## src/rtl/theta_column_parity_if.sv

```systemverilog
// ---------------------------------------------------------------------------
// theta_column_parity_if
// Purpose : slice stream bundle between the file-reader path, the column-parity
//           mixing stage and the downstream swap stage.
// Signals : in_valid/in_ready/in_line    - upstream slice stream (N bits)
//           out_valid/out_ready/out_line - downstream mixed slice stream
// Handshake: a transfer happens on a rising clk edge where valid && ready are
//           both 1. A source may not retract valid or change its data while
//           valid=1 and ready=0. A sink may drive ready independently of valid.
// Modports: slave  - the mixing stage (consumes in_*, produces out_*)
//           master - the environment driving the stage
// ---------------------------------------------------------------------------
interface theta_column_parity_if #(
   parameter int N = 25
);
   logic         in_valid;
   logic         in_ready;
   logic [N-1:0] in_line;
   logic         out_valid;
   logic         out_ready;
   logic [N-1:0] out_line;

   modport slave (
      input  in_valid,
      input  in_line,
      input  out_ready,
      output in_ready,
      output out_valid,
      output out_line
   );

   modport master (
      output in_valid,
      output in_line,
      output out_ready,
      input  in_ready,
      input  out_valid,
      input  out_line
   );
endinterface

```

## src/rtl/theta_column_parity.sv

```systemverilog
// ---------------------------------------------------------------------------
// theta_column_parity
// Purpose : buffers one frame of LINES 5x5 slices (bit i at x=i%5, y=i/5),
//           then emits every slice z XORed with the column parity of slice z
//           (column x-1) and of slice z-1 with wrap-around (column x+1).
// Ports   : clk          - rising-edge clock
//           rst          - synchronous active-high reset, highest priority
//           bus          - slave view of theta_column_parity_if (in_*, out_*)
//           busy         - frame in progress
//           done         - one-cycle pulse after the last output handshake
//           o_dbg_state  - current FSM state (0 = LOAD, 1 = EMIT)
//           o_dbg_rd_idx - current emit index
// ---------------------------------------------------------------------------
module theta_column_parity #(
   parameter int N     = 25,
   parameter int LINES = 64,
   parameter int AW    = 6
) (
   input  logic                 clk,
   input  logic                 rst,
   theta_column_parity_if.slave bus,
   output logic                 busy,
   output logic                 done,
   output logic                 o_dbg_state,
   output logic [AW-1:0]        o_dbg_rd_idx
);

   typedef enum logic {
      S_LOAD = 1'b0,
      S_EMIT = 1'b1
   } state_t;

   state_t        r_state;
   state_t        w_next_state;
   logic [AW-1:0] r_wr_idx;
   logic [AW-1:0] r_rd_idx;
   logic [AW-1:0] w_wr_idx_nxt;
   logic [AW-1:0] w_rd_idx_nxt;
   logic          r_done;
   logic          w_done_nxt;
   logic          w_in_fire;
   logic          w_mem_we;

   // Frame storage; never reset, contents are only read after being written.
   logic [N-1:0]  r_mem [LINES];
   logic [4:0]    r_par [LINES];

   logic [4:0]    w_in_par;
   logic [4:0]    w_cur_par;
   logic [4:0]    w_prev_par;
   logic [N-1:0]  w_cur_slice;
   logic [N-1:0]  w_mix;
   logic [AW-1:0] w_prev_idx;

   // ------------------------------------------------------------------------
   // FSM: state register
   // ------------------------------------------------------------------------
   always_ff @(posedge clk) begin
      if (rst) begin
         r_state  <= S_LOAD;
         r_wr_idx <= '0;
         r_rd_idx <= '0;
         r_done   <= 1'b0;
      end else begin
         r_state  <= w_next_state;
         r_wr_idx <= w_wr_idx_nxt;
         r_rd_idx <= w_rd_idx_nxt;
         r_done   <= w_done_nxt;
      end
   end

   // ------------------------------------------------------------------------
   // FSM: next state and index updates. Indices are AW bits wide and LINES is
   // 2**AW, so the increments wrap to 0 at the end of a frame by themselves.
   // ------------------------------------------------------------------------
   always_comb begin
      w_next_state = r_state;
      w_wr_idx_nxt = r_wr_idx;
      w_rd_idx_nxt = r_rd_idx;
      w_done_nxt   = 1'b0;
      w_in_fire    = 1'b0;
      case (r_state)
         S_LOAD: begin
            w_in_fire = bus.in_valid;
            if (bus.in_valid) begin
               w_wr_idx_nxt = r_wr_idx + AW'(1);
               if (r_wr_idx == AW'(LINES - 1)) begin
                  w_next_state = S_EMIT;
               end
            end
         end
         S_EMIT: begin
            if (bus.out_ready) begin
               w_rd_idx_nxt = r_rd_idx + AW'(1);
               if (r_rd_idx == AW'(LINES - 1)) begin
                  w_next_state = S_LOAD;
                  w_done_nxt   = 1'b1;
               end
            end
         end
         default: begin
            w_next_state = S_LOAD;
         end
      endcase
   end

   // Reset wins over a coincident accept, so the buffer is not written then.
   assign w_mem_we = w_in_fire & ~rst;

   always_ff @(posedge clk) begin
      if (w_mem_we) begin
         r_mem[r_wr_idx] <= bus.in_line;
         r_par[r_wr_idx] <= w_in_par;
      end
   end

   // Column parity of the incoming slice: XOR of the five bits of column x.
   for (genvar x = 0; x < 5; x++) begin : gen_par
      assign w_in_par[x] = bus.in_line[x]      ^ bus.in_line[x + 5] ^
                           bus.in_line[x + 10] ^ bus.in_line[x + 15] ^
                           bus.in_line[x + 20];
   end

   // Emit path reads only registered state (buffer + rd index), so out_line
   // has no combinational dependency on in_* or out_ready.
   assign w_prev_idx  = r_rd_idx - AW'(1);
   assign w_cur_slice = r_mem[r_rd_idx];
   assign w_cur_par   = r_par[r_rd_idx];
   assign w_prev_par  = r_par[w_prev_idx];

   for (genvar i = 0; i < N; i++) begin : gen_mix
      localparam int X = i % 5;
      assign w_mix[i] = w_cur_slice[i] ^ w_cur_par[(X + 4) % 5] ^
                        w_prev_par[(X + 1) % 5];
   end

   // ------------------------------------------------------------------------
   // Outputs
   // ------------------------------------------------------------------------
   assign bus.in_ready  = (r_state == S_LOAD);
   assign bus.out_valid = (r_state == S_EMIT);
   assign bus.out_line  = (r_state == S_EMIT) ? w_mix : '0;

   // busy also covers the cycle of the first accept of a frame (wr index
   // still 0), including an accept that lands in the done cycle.
   assign busy         = (r_state == S_EMIT) | (r_wr_idx != '0) | w_in_fire;
   assign done         = r_done;
   assign o_dbg_state  = r_state;
   assign o_dbg_rd_idx = r_rd_idx;

endmodule

```

## src/flat_wrapper.sv

```systemverilog
// flat-port wrapper written by rule: the top's interface ports become plain ports
module theta_column_parity_flat 
#(
   parameter int N     = 25,
   parameter int LINES = 64,
   parameter int AW    = 6
)
  (clk, rst, busy, done, o_dbg_state, o_dbg_rd_idx, bus_in_valid, bus_in_line, bus_out_ready, bus_in_ready, bus_out_valid, bus_out_line);
  theta_column_parity_if #(.N(N)) bus_i ();
  input  logic clk;
  input  logic rst;
  output logic busy;
  output logic done;
  output logic o_dbg_state;
  output logic [AW-1:0] o_dbg_rd_idx;
  input wire logic [$bits(bus_i.in_valid)-1:0] bus_in_valid;
  input wire logic [$bits(bus_i.in_line)-1:0] bus_in_line;
  input wire logic [$bits(bus_i.out_ready)-1:0] bus_out_ready;
  output wire logic [$bits(bus_i.in_ready)-1:0] bus_in_ready;
  output wire logic [$bits(bus_i.out_valid)-1:0] bus_out_valid;
  output wire logic [$bits(bus_i.out_line)-1:0] bus_out_line;
  assign bus_i.in_valid = bus_in_valid;
  assign bus_i.in_line = bus_in_line;
  assign bus_i.out_ready = bus_out_ready;
  assign bus_in_ready = bus_i.in_ready;
  assign bus_out_valid = bus_i.out_valid;
  assign bus_out_line = bus_i.out_line;
  theta_column_parity #(.N(N), .LINES(LINES), .AW(AW)) u_core (.clk(clk), .rst(rst), .bus(bus_i), .busy(busy), .done(done), .o_dbg_state(o_dbg_state), .o_dbg_rd_idx(o_dbg_rd_idx));
endmodule
```

## config.mk

```make
export PLATFORM = sky130hd
export DESIGN_NAME = theta_column_parity_flat
export DESIGN_NICKNAME = d
export VERILOG_FILES = /design/src/rtl/theta_column_parity_if.sv /design/src/rtl/theta_column_parity.sv /design/src/flat_wrapper.sv
export SDC_FILE = /design/constraint.sdc
export NUM_CORES = 2
export LEC_CHECK = 0
export CORE_MARGIN = 2
export CORE_UTILIZATION = 25
export CTS_BUF_LIST = sky130_fd_sc_hd__clkbuf_2 sky130_fd_sc_hd__clkbuf_4 sky130_fd_sc_hd__clkbuf_8
export DETAILED_ROUTE_END_ITERATION = 6
export SLEW_MARGIN = 10
export SYNTH_ARGS = -nofsm -noshare
export SYNTH_HDL_FRONTEND = slang
export SYNTH_SLANG_ARGS = --single-unit
```

## constraint.sdc

```tcl
create_clock -name clk -period 9.9 [get_ports clk]
set_input_delay 1.98 -clock clk [delete_from_list [all_inputs] [get_ports clk]]
set_output_delay 1.98 -clock clk [all_outputs]
set_load 0.05 [all_outputs]
```

==> results.yml <==
critical_path:
  r2r-end: "u_core.r_mem[42][22]"
  r2r_slack_ps: 5810
  critPathCaptureType: "output pin"
  reg2reg_depth: 5
  critPathLaunch: "u_core.o_dbg_rd_idx[0]"
  crit_fanout: 46
  crit_arrival_ps: 6780
  crit_type: "reg -> out"
  r2r-start: "u_core.bus.out_valid"
  cp.required_ps: 7920
  endpoint: "bus_out_line[19]"
  start_kind: "register"
die:
  coreArea_um2: 309000
  die_area_um2: 315000
  io_pins: 65
  dieWidth_um: 561
  start_util: 0.251
  rows: 204
  die_y_um: 561
clocking:
  cts-buffers-inserted: 336
  clk_latency_ps: 990
  cts_setup_buffers: 0
  cts.path.max_buffers: 4
  ctsResizeCount: 0
  htreeDepth: 5
  holdBufCountCts: 0
  cts_tree: "built"
  cts.sinks: 1940
  root_buffer: "clkbuf_8"
  clkTransAtPathRegs_ps: 60
hold_path:
  holdCritPathClass: "reg -> reg"
global_route:
  antenna_found_initial: 4
  grt_overflow: 0
  track_usage: 0.132
  grt_pass1_vias: 39200
  grt_max_degree: 99
  grt_pass1_wl_um: 299000
outcome:
  status: "complete, no violations"
routing:
  ant_nets: 0
  dr.pass1.iters: 6
  detail_route.iter0.violations: 4801
  wirelength_um: 214000
  vias: 38400
  avgRoutedWirePerCell_um: 26.6
  vias_per_cell: 4.78
  drc: 0
yosys:
  avgSynthCellArea_um2: 23.2
  syn_area_um2: 77600
  syn_nets: 3379
  synthCells: 3346
  ys_dominant_reg_cell: "edfxtp_1"
  synthArstFlopShare: 0
  synth_warnings: 0
  ys_types: 53
  ys_seq_area_frac: 0.748
  synth_enable_flop_cells: 1920
  ys_ff_latch: 1940
placed_design:
  place_congestion: 0.793
  dpl-instance-area_um2: 84000
  place_ws_ps: 2070
  dp_hpwl_um: 111000
  numPortBuffers: 64
run:
  drv_cap: 0
sta:
  period_share: 0.885
  setup_violations: 0
  slew_headroom: 0.146
  tightest_slew_ps: 1280
  hold_violations: 0
  fin_tns_setup_ps: 0
  finalCriticalPeriod_ps: 8760
  fin_ws_ps: 1140
  slew_viol_final: 0
  fmax_ghz: 0.114
  clock_skew_ps: 68.9
  grt_setup_unrepaired: "no"
  worst_hold_slack_ps: 630
power:
  ir_drop_uv: 91.1
  power.total_mw: 16.3
  p_leak_nw: 26.2
  powerDensity_nw_per_um2: 181
finish:
  syn_to_final_growth_pct: 16.2
  final_common_cell: "edfxtp_1"
  fillCellCount: 29900
  layout-drive-gt1-share: 0.350
  mostFrequentLayoutCells: "edfxtp_1 (1920), mux4_2 (622), clkbuf_8 (345)"
  fin_area_um2: 90200
  nets: 3713
==> per-layer routing <==
| metal | track usage | up-vias | part of all wire |
|---|---|---|---|
| li1 | - | 15200 | - |
| met1 | 0.178 | 21000 | 0.41 |
| met2 | 0.216 | 1877 | 0.48 |
| met3 | 0.0231 | 410 | 0.075 |
| met4 | 0.0477 | 0 | 0.034 |
| met5 | 0 | - | 0 |
==> power by group <==
part | switching, mW | total [mW] | internal, mW
clock | 3.13 | 6.87 | 3.74
sequential | 0.00442 | 9.14 | 9.13
combinational | 0.273 | 0.327 | 0.0540
==> metrics by stage <==
step                 util  instances
floorplan               -       3346
global placement    0.272       7462
detailed placement  0.272       7462
CTS                 0.292       8042
global route        0.292       8046
finish              0.292       8047
==> logic make-up (layout without fill, tap and decap cells) <==
| logic type | count (synthesis) | after routing | synth area share |
|---|---|---|---|
| muxes | 725 | 725 | 0.200 |
| xor gates and xnor gates | 35 | 35 | 0.00472 |
| DFF | 1940 | 1940 | 0.748 |
| and+or+nand+nor | 255 | 255 | 0.0159 |
| buffers and inverters | 215 | 791 | 0.0135 |
| adders and majority gates | 4 | 4 | 0.000645 |
| other | 0 | 5 | 0 |
| AOI/OAI and AO/OA | 172 | 172 | 0.0172 |
==> critical path, stage by stage, from the launching register on <==
cell and delay [ps]:
dfxtp_4 900, inv_1 230, ha_4 710, buf_4 430, mux4_2 350, a21boi_0 140, o41ai_1 900, o2111ai_1 460
xor2_4 550, mux2i_1 270, clkdlybuf4s50_1 830
==> flip-flops by register name, indices dropped and copies added, names as in the netlist, named ones only <==
signal / flops
u_core.r_par: 320
u_core.o_dbg_rd_idx: 6
u_core.done: 1
u_core.bus.out_valid: 1
u_core.r_wr_idx: 6
u_core.r_mem: 1600
==> cell usage after synthesis (10+ instances only) <==
master | count | area, µm²
inv_1 | 15 | 56.3
nor2b_1 | 41 | 257
o22ai_1 | 13 | 81.3
dfxtp_1 | 20 | 400
o41ai_1 | 15 | 131
mux4_2 | 622 | 14000
a221oi_1 | 20 | 175
nand2b_1 | 20 | 125
mux2_2 | 16 | 180
nor3_1 | 12 | 60.1
a21oi_1 | 10 | 50.1
buf_2 | 97 | 485
clkbuf_1 | 60 | 225
a21boi_0 | 35 | 263
edfxtp_1 | 1920 | 57700
mux4_1 | 28 | 736
o21ai_0 | 13 | 65.1
nand2_1 | 32 | 120
nor2_1 | 106 | 398
mux2i_1 | 56 | 561
a22o_1 | 33 | 289
xnor2_1 | 24 | 210
a22oi_1 | 14 | 105
buf_1 | 28 | 105
nand3_1 | 16 | 80.1
==> layout make-up <==
class	count	area (µm²)	share of cell area
clock inverter	129	673	0.00746
multi-input combinational	1191	19100	0.211
inverter	16	60.1	0.000666
clock buffer	451	5540	0.0615
antenna	5	12.5	0.000139
timing repair buffer	195	1630	0.0180
tap	4120	5150	0.0571
sequential	1940	58100	0.644
==> how the worst min path moves through the flow <==
stage                      startpoint                     end  slack, ps  cells past startpoint
6_report       u_core.o_dbg_rd_idx[5]  u_core.o_dbg_rd_idx[5]        630                      2
5_1_grt        u_core.o_dbg_rd_idx[1]                register        670                      2
4_1_cts        u_core.o_dbg_rd_idx[5]  u_core.o_dbg_rd_idx[5]        630                      2
3_5_place_dp   u_core.o_dbg_rd_idx[5]  u_core.o_dbg_rd_idx[5]        620                      2
3_3_place_gp   u_core.o_dbg_rd_idx[1]                register        610                      2
2_1_floorplan      u_core.r_wr_idx[0]      u_core.r_wr_idx[0]        600                      4
Note: power is estimated with default switching activity, not from simulation.
